[src/rtl/display_scan.sv]
// display_scan
//   Multiplexed seven-segment scanner. NUM_DIGITS digits share the anode and
//   cathode pins; each digit owns one prescaler slot of 2**PRESCALE_W clocks.
//   New segment/blank data is captured into a pending shadow on 'load' and
//   only becomes visible at a frame boundary, so a frame is never torn.
//   Brightness is a live PWM duty select within each slot.
//
//   Optional build macro: DISPLAY_SCAN_HEX_DECODE_EN
//     defined     -> each byte's low nibble is a hex digit decoded to a 0-F
//                    glyph; bit 7 is the decimal point, bits [6:4] ignored.
//     not defined -> bytes are raw segment patterns, no decoder is built.
//
// Ports
//   clk        in   system clock
//   reset      in   asynchronous, active-high reset
//   load       in   1-cycle strobe capturing segments/blank into the pending shadow
//   segments   in   byte i = digit i, {dp,g,f,e,d,c,b,a}, 1 = lit
//   blank      in   bit i = 1 keeps digit i dark (captured with load)
//   brightness in   live duty select, all-ones = always on
//   anode      out  digit select, polarity set by ANODE_ACTIVE_LOW
//   cathode    out  segment drive, polarity set by CATHODE_ACTIVE_LOW
//   frame_done out  1-cycle pulse after the last digit slot of a frame
module display_scan #(
  parameter int NUM_DIGITS         = 4,
  parameter int PRESCALE_W         = 16,
  parameter int BRIGHT_W           = 3,
  parameter int ANODE_ACTIVE_LOW   = 1,
  parameter int CATHODE_ACTIVE_LOW = 1
) (
  input  logic                    clk,
  input  logic                    reset,
  input  logic                    load,
  input  logic [NUM_DIGITS*8-1:0] segments,
  input  logic [NUM_DIGITS-1:0]   blank,
  input  logic [BRIGHT_W-1:0]     brightness,
  output logic [NUM_DIGITS-1:0]   anode,
  output logic [7:0]              cathode,
  output logic                    frame_done
);

  localparam int IDX_W = (NUM_DIGITS > 1) ? $clog2(NUM_DIGITS) : 1;
  localparam logic [IDX_W-1:0]      LAST_IDX  = IDX_W'(NUM_DIGITS - 1);
  // Pin levels for "off"; XOR with these converts logical to pin polarity.
  localparam logic [NUM_DIGITS-1:0] ANODE_OFF = {NUM_DIGITS{ANODE_ACTIVE_LOW != 0}};
  localparam logic [7:0]            CATH_OFF  = {8{CATHODE_ACTIVE_LOW != 0}};

  logic [PRESCALE_W-1:0]   presc_q, presc_d;
  logic [IDX_W-1:0]        idx_q, idx_d;
  logic [NUM_DIGITS*8-1:0] pend_seg_q, pend_seg_d;
  logic [NUM_DIGITS-1:0]   pend_blank_q, pend_blank_d;
  logic                    pend_valid_q, pend_valid_d;
  logic [NUM_DIGITS*8-1:0] act_seg_q, act_seg_d;
  logic [NUM_DIGITS-1:0]   act_blank_q, act_blank_d;
  logic [NUM_DIGITS-1:0]   anode_q, anode_d;
  logic [7:0]              cathode_q, cathode_d;
  logic                    frame_done_q, frame_done_d;

  logic                    slot_end;
  logic                    boundary;
  logic                    pwm_on;
  logic                    lit;
  logic [7:0]              glyph;
  logic [NUM_DIGITS-1:0]   anode_log;

  // One-hot logical anode: only the scanned digit can be selected.
  generate
    for (genvar gi = 0; gi < NUM_DIGITS; gi++) begin : g_anode
      assign anode_log[gi] = lit && (idx_q == IDX_W'(gi));
    end
  endgenerate

  always_comb begin
    slot_end     = &presc_q;
    boundary     = slot_end && (idx_q == LAST_IDX);

    presc_d      = presc_q + PRESCALE_W'(1);
    idx_d        = idx_q;
    if (slot_end) begin
      idx_d = boundary ? '0 : idx_q + IDX_W'(1);
    end

    pend_seg_d   = pend_seg_q;
    pend_blank_d = pend_blank_q;
    pend_valid_d = pend_valid_q;
    act_seg_d    = act_seg_q;
    act_blank_d  = act_blank_q;

    // Commit uses the pending value held before this cycle; a load in the
    // same cycle therefore stays pending until the following boundary.
    if (boundary && pend_valid_q) begin
      act_seg_d    = pend_seg_q;
      act_blank_d  = pend_blank_q;
      pend_valid_d = 1'b0;
    end
    if (load) begin
      pend_seg_d   = segments;
      pend_blank_d = blank;
      pend_valid_d = 1'b1;
    end

    // PWM compares the top bits of the slot counter against the duty value.
    pwm_on = (&brightness) ||
             (presc_q[PRESCALE_W-1 -: BRIGHT_W] < brightness);
    lit    = pwm_on && !act_blank_q[idx_q];

`ifdef DISPLAY_SCAN_HEX_DECODE_EN
    glyph[7] = act_seg_q[{idx_q, 3'b111}];
    case (act_seg_q[{idx_q, 3'b000} +: 4])
      4'h0: glyph[6:0] = 7'h3F;
      4'h1: glyph[6:0] = 7'h06;
      4'h2: glyph[6:0] = 7'h5B;
      4'h3: glyph[6:0] = 7'h4F;
      4'h4: glyph[6:0] = 7'h66;
      4'h5: glyph[6:0] = 7'h6D;
      4'h6: glyph[6:0] = 7'h7D;
      4'h7: glyph[6:0] = 7'h07;
      4'h8: glyph[6:0] = 7'h7F;
      4'h9: glyph[6:0] = 7'h6F;
      4'hA: glyph[6:0] = 7'h77;
      4'hB: glyph[6:0] = 7'h7C;
      4'hC: glyph[6:0] = 7'h39;
      4'hD: glyph[6:0] = 7'h5E;
      4'hE: glyph[6:0] = 7'h79;
      default: glyph[6:0] = 7'h71;
    endcase
`else
    glyph = act_seg_q[{idx_q, 3'b000} +: 8];
`endif

    anode_d      = anode_log ^ ANODE_OFF;
    cathode_d    = (lit ? glyph : 8'h00) ^ CATH_OFF;
    frame_done_d = boundary;
  end

  always_ff @(posedge clk or posedge reset) begin
    if (reset) begin
      presc_q      <= '0;
      idx_q        <= '0;
      pend_seg_q   <= '0;
      pend_blank_q <= '0;
      pend_valid_q <= 1'b0;
      act_seg_q    <= '0;
      act_blank_q  <= '1;
      anode_q      <= ANODE_OFF;
      cathode_q    <= CATH_OFF;
      frame_done_q <= 1'b0;
    end else begin
      presc_q      <= presc_d;
      idx_q        <= idx_d;
      pend_seg_q   <= pend_seg_d;
      pend_blank_q <= pend_blank_d;
      pend_valid_q <= pend_valid_d;
      act_seg_q    <= act_seg_d;
      act_blank_q  <= act_blank_d;
      anode_q      <= anode_d;
      cathode_q    <= cathode_d;
      frame_done_q <= frame_done_d;
    end
  end

  assign anode      = anode_q;
  assign cathode    = cathode_q;
  assign frame_done = frame_done_q;

endmodule

[config.mk]
export PLATFORM = sky130hd
export DESIGN_NAME = display_scan
export DESIGN_NICKNAME = d
export VERILOG_FILES = /design/src/rtl/display_scan.sv
export SDC_FILE = /design/constraint.sdc
export NUM_CORES = 1
export LEC_CHECK = 0
export BUFFER_PORTS_ARGS = -buffer_cell sky130_fd_sc_hd__buf_2
export CAP_MARGIN = 20
export CORE_UTILIZATION = 60
export DETAILED_ROUTE_END_ITERATION = 10
export PLACE_DENSITY = 0.81
export SETUP_SLACK_MARGIN = 0.5
export SLEW_MARGIN = 20
export SYNTH_ARGS = -nofsm -noshare
export SYNTH_HDL_FRONTEND = slang
export SYNTH_SLANG_ARGS = --single-unit
[constraint.sdc]
create_clock -name clk -period 7.44 [get_ports clk]
set_input_delay 0.744 -clock clk [delete_from_list [all_inputs] [get_ports clk]]
set_output_delay 0.744 -clock clk [all_outputs]
set_load 0.01 [all_outputs]
; Word level (Yosys, flattened, before mapping)
; Index checks and enable logic that the tools add are counted.
[totals]
memories = 0
regBits = 104
out_inout_bits = 13
word_cells = 39
ram_bits = 0
romBits = 0
inputBits = 42
latchBits = 0
[op_classes]
eq_ne = 3
addsub = 2
div_mod_pow = 0
mul = 0
bitwise_logic = 2
n_lt_le_gt_ge = 2
n_mux = 6
n_shift = 1
n_reduce_logical = 13
[op_table]
columns = operator, n
row1 = 32-bit by 6-bit indexed part select with 8-bit output, 1
row2 = "16-bit by 1-bit adder with 16-bit output, second input constant", 1
row3 = 16-bit AND reduction, 1
row4 = 8-bit 2-to-1 mux, 1
row5 = 8-bit NOT, 1
row6 = 1-bit logical AND, 7
row7 = "2-bit == test, second input constant", 2
row8 = 4-bit NOT, 1
row9 = "2-bit by 3-bit less-than comparator with 1-bit output, second input constant", 1
row10 = 3-bit less-than comparator, 1
row11 = 1-bit 2-to-1 mux, 3
row12 = 3-bit AND reduction, 1
row13 = "2-bit by 1-bit adder with 2-bit output, second input constant", 1
row14 = 1-bit binary-select mux with 2-bit select, 1
row15 = "2-bit by 1-bit == test with 1-bit output, second input constant", 1
row16 = 2-bit logical NOT, 1
row17 = 2-bit 2-to-1 mux, 1
row18 = 2-bit nonzero test, 1
row19 = 1-bit logical NOT, 1
row20 = 1-bit logical OR, 1

; Depth between registers and ports, before layout
[depth]
ltp_word = 6
ltp_mapped = 6
mapped_depth_nobuf = 5

; Worst setup path after synthesis
; Ideal clock, no wire load.
[synth_path]
path_type = in2reg
from = input port brightness[2]
to = register anode_q[1] (netlist: anode[1])
arrival_time_ns = 1.878
path_stages = 6
slack_ns = 5.475
required_ns = 7.353
n_path_buf = 1
setup_ns = 0.087
cell_sequence = inv_1 -> ha_1 -> or2_2 -> a31oi_1 -> clkbuf_1 -> nand2_1
[synth_between]
elab_chain_cells = 5
word_cells_on_any_way = 6
cone_classes = order compare (1) / bitwise (1) / reduce/logical (4)
[synth_rtl]
columns = item, line
row1 = start: declaration, 35  ; input logic [BRIGHT_W-1:0] brightness,
row2 = 3-bit less-than comparator / 3-bit AND reduction (equally long branches), "103, 102"
row3 = 1-bit logical OR *, 102  ; pwm_on = (&brightness) ||
row4 = 1-bit logical AND *, 104  ; lit = pwm_on && !act_blank_q[idx_q];
row5 = 1-bit logical AND *, 68  ; assign anode_log[gi] = lit && (idx_q == IDX_W'(gi));
row6 = 4-bit NOT (no line) *, --
row7 = net anode_d[1], 54  ; logic [NUM_DIGITS-1:0] anode_q, anode_d;
row8 = end signal: assignment, 155  ; anode_q <= anode_d;
row9 = end: declaration, 54
; The timed path passes the listed nets; every way through them passes the cells marked *.
; A chain may end at the register's enable or synchronous reset.

; Worst setup path in the final report
[layout_path]
from = register idx_q[1]
to = register act_seg_q[30]
[layout_between]
elab_chain_cells = 3
[layout_rtl]
columns = item, line
row1 = start: declaration, 48  ; logic [IDX_W-1:0] idx_q, idx_d;
row2 = start signal: assignment, 149  ; idx_q <= idx_d;
row3 = 2-bit == test, 74  ; boundary = slot_end && (idx_q == LAST_IDX);
row4 = 1-bit logical AND, 74
row5 = net boundary, 59  ; logic boundary;
row6 = 1-bit logical AND, 90  ; if (boundary && pend_valid_q) begin
row7 = end signal: assignment, 153  ; act_seg_q <= act_seg_d;
row8 = end: declaration, 52  ; logic [NUM_DIGITS*8-1:0] act_seg_q, act_seg_d;
; The timed path passes the listed nets, and every way through them passes these cells.

==> results.toml <==
[hold_path]
worst_hold_path_type = "in2async"

[finish]
stdcell_count = 428
drive_gt1_share_pct = 53.0
nets = 376
final_cell_area_sq_mm = 0.00487
diodes = 0
synthToLayoutAreaGrowth_pct = 12.4

[status]
status = "finished clean"

[worst_setup_path]
rr_worst_depth = 5
critical_path_class = "reg2reg"
path_cells = "ha_1, nand4_1, nor4_4, nand2_4, mux2_4"
crit_family = "simple AND/OR/NAND/NOR gates"
cp-end-kind = "register"
r2r_start = "idx_q[1]"
r2r_end = "act_seg_q[30]"
crit_fanout = 36
crit_buf_inv = 0
reg2reg_slack_ns = 4.89
arrival_ns = 2.80
cpMaxStageDelayCell = "dfrtp_1"
worstPathRequired_ns = 7.69
critPathLaunchType = "register"
slowest_delay_ns = 0.80

[clocking]
cts_resized = 0
cts_tree = "built"
clk_pin_slew_ns = 0.10
cts_sinks = 104
insertion_delay_ns = 0.36
cts_max_path_buffers = 2
post_cts_buffers = 0
htreeDepth = 3
cts_root_buffer = "clkbuf_8"
holdBufCountCts = 0
numCtsBuffers = 9

[yosys]
synth_top_cell_area_share_pct = 50.8
synth_ff_type = "dfrtp_1"
synth_largest_area_cell = "dfrtp_1"
synth.area.top_cells = "dfrtp_1, mux2_2, mux2_4"
synth-edff-count = 0
syn_area_per_cell_sq_um = 15.9
synth.ff_latch_count = 104
synth-async-reset-ratio_pct = 100
synth_most_common_cell = "dfrtp_1"
synth_area_sq_mm = 0.00434
synth_nets = 321
synth_commonest_cells = "dfrtp_1, mux2_2, mux2_4, nand2_1, dfstp_2"
yosysWarnings = 0
yosysSeqAreaShare_pct = 60.5
synth_cell_types = 27
syn_inst = 272

[global_routing]
grt-ovfl-total = 0
grt_pass1_vias = 2399
grtUsageTotal_pct = 21.5
antenna_found_initial = 0
grt_pass1_wl_microns = 12000
grt_max_degree = 65

[timing]
setup_viol = 0
fin_crit_ns = 2.55
slew_headroom_pct = 42.6
layout_setup_ws_ns = 4.89
rsz0062_at_grt = "false"
fmax_ghz = 0.391
fin_hold_ws_ns = 0.403
skew_ns = 0.0108
finalSetupTns_ns = 0
hold_viol = 0
report.final.slew_viol_count = 0
tightest_slew_ns = 0.861
min_period_over_period_pct = 34.3

[routing]
initialDrtViolationCount = 95
avgViaCountPerCell = 5.21
first_pass_iters = 4
ant_nets = 0
drc = 0
drt_wl_total_microns = 6880
num_vias = 2229
wl_per_cell_microns = 16.1

[placed_design]
place.gp.congestion = 0.764
dpl_cell_area_sq_mm = 0.00467
post-place-cells = 412
post-dp-hpwl_microns = 4640
io_buffer_count = 54
place_ws_ns = 4.85

[pwr]
p_leak_nw = 2.38
ir_drop_uv = 133
pwr-share-comb_pct = 5.1
sequentialPowerShare_pct = 60.1
switchingPower_w = 0.000222
p_clk_share_pct = 34.8
power.density_mw_per_mm2 = 203
intPower_w = 0.000770
swShare_pct = 22.4

[flow_run]
maxCapViolations = 0

[floorplan]
coreArea_sq_mm = 0.00687
io_pins = 55
die_width_microns = 87.0
start_util_pct = 63.1
std_cell_rows = 30
die_area_sq_mm = 0.00757
die_h_microns = 87.0
==> sequential cells by signal, summed over array words and instances, names as in the netlist <==
register / flops
pend_valid_q: 1
presc_q: 16
frame_done: 1
pend_blank_q: 4
idx_q: 2
pend_seg_q: 32
act_seg_q: 32
act_blank_q: 4
anode: 4
cathode: 8
==> worst reg2reg max path: cells and delay by family, from the launching register on <==
family / cells / cell delay, ns
AND/OR/NAND/NOR: 3 / 0.82
adder cells (fa/ha/maj): 1 / 0.34
flip-flops: 1 / 0.80
multiplexers: 1 / 0.48
==> layout make-up <==
cell class	count	area [sq um]
Sequential cell	104	2620
Fill cell	485	1990
Multi-Input combinational cell	150	1630
Timing Repair Buffer	55	278
Clock buffer	10	128
Tap cell	96	120
Clock inverter	6	68.8
Inverter	7	28.8
==> stage by stage <==
step                utilization (%)  power (W)
floorplan                         -   0.000637
global placement               68.0   0.000657
detailed placement             68.0   0.000659
CTS                            70.9    0.00100
global route                   71.0    0.00103
finish                         71.0   0.000992
==> worst max path at each step <==
stage,endpoint,depth (start not counted),start,slack (ns)
2_1_floorplan,act_seg_q[0],1,reset,3.99
3_3_place_gp,act_seg_q[14],5,idx_q[1],4.91
3_5_place_dp,cathode[5],6,brightness[2],4.85
4_1_cts,act_seg_q[29],5,idx_q[1],4.88
5_1_grt,act_seg_q[22],5,idx_q[1],4.72
6_report,act_seg_q[30],5,idx_q[1],4.89
==> power by group through the flow <==
| stage | combinational, W | sequential (W) | clock [W] |
|---|---|---|---|
| after global placement | 0.0000501 | 0.000606 | 0 |
| after CTS | 0.0000519 | 0.000597 | 0.000353 |
| after detailed placement | 0.0000518 | 0.000608 | 0 |
| final | 0.0000505 | 0.000596 | 0.000345 |
| after global routing | 0.0000571 | 0.000599 | 0.000377 |
| after floorplan | 0.0000343 | 0.000603 | 0 |
==> layout by cell type (no fill, tap or decap), types with 2 or more instances in the layout <==
master	Yosys	routed
nand2_1	18	18
mux2_2	44	44
ha_1	7	7
mux2_4	30	30
mux4_2	9	9
inv_1	7	6
dfrtp_1	88	88
xor2_1	5	5
dfstp_2	16	16
nor3_1	2	2
clkinv_4	0	2
nor2_1	5	5
nand4_1	5	5
nand3_1	4	4
buf_2	0	54
or2_2	2	2
xnor2_1	9	9
clkbuf_8	0	9
==> metal layers <==
layer	share of wire [%]	up-vias	global-route usage, %
met3	3.9	12	6.92
met5	0	-	0
met4	1.9	0	6.82
met1	45	1113	27.4
met2	49	47	35.3
li1	-	1057	-
==> logic make-up after synthesis <==
family / synth area share (%)
AO/OA/AOI/OAI: 0.520
XOR/XNOR: 2.83
adder cells (fa/ha/maj): 2.02
buffers and inverters: 2.08
flip-flops: 60.5
multiplexers: 26.5
AND/OR/NAND/NOR: 5.57
No activity file was read; power rests on OpenSTA's default activity.
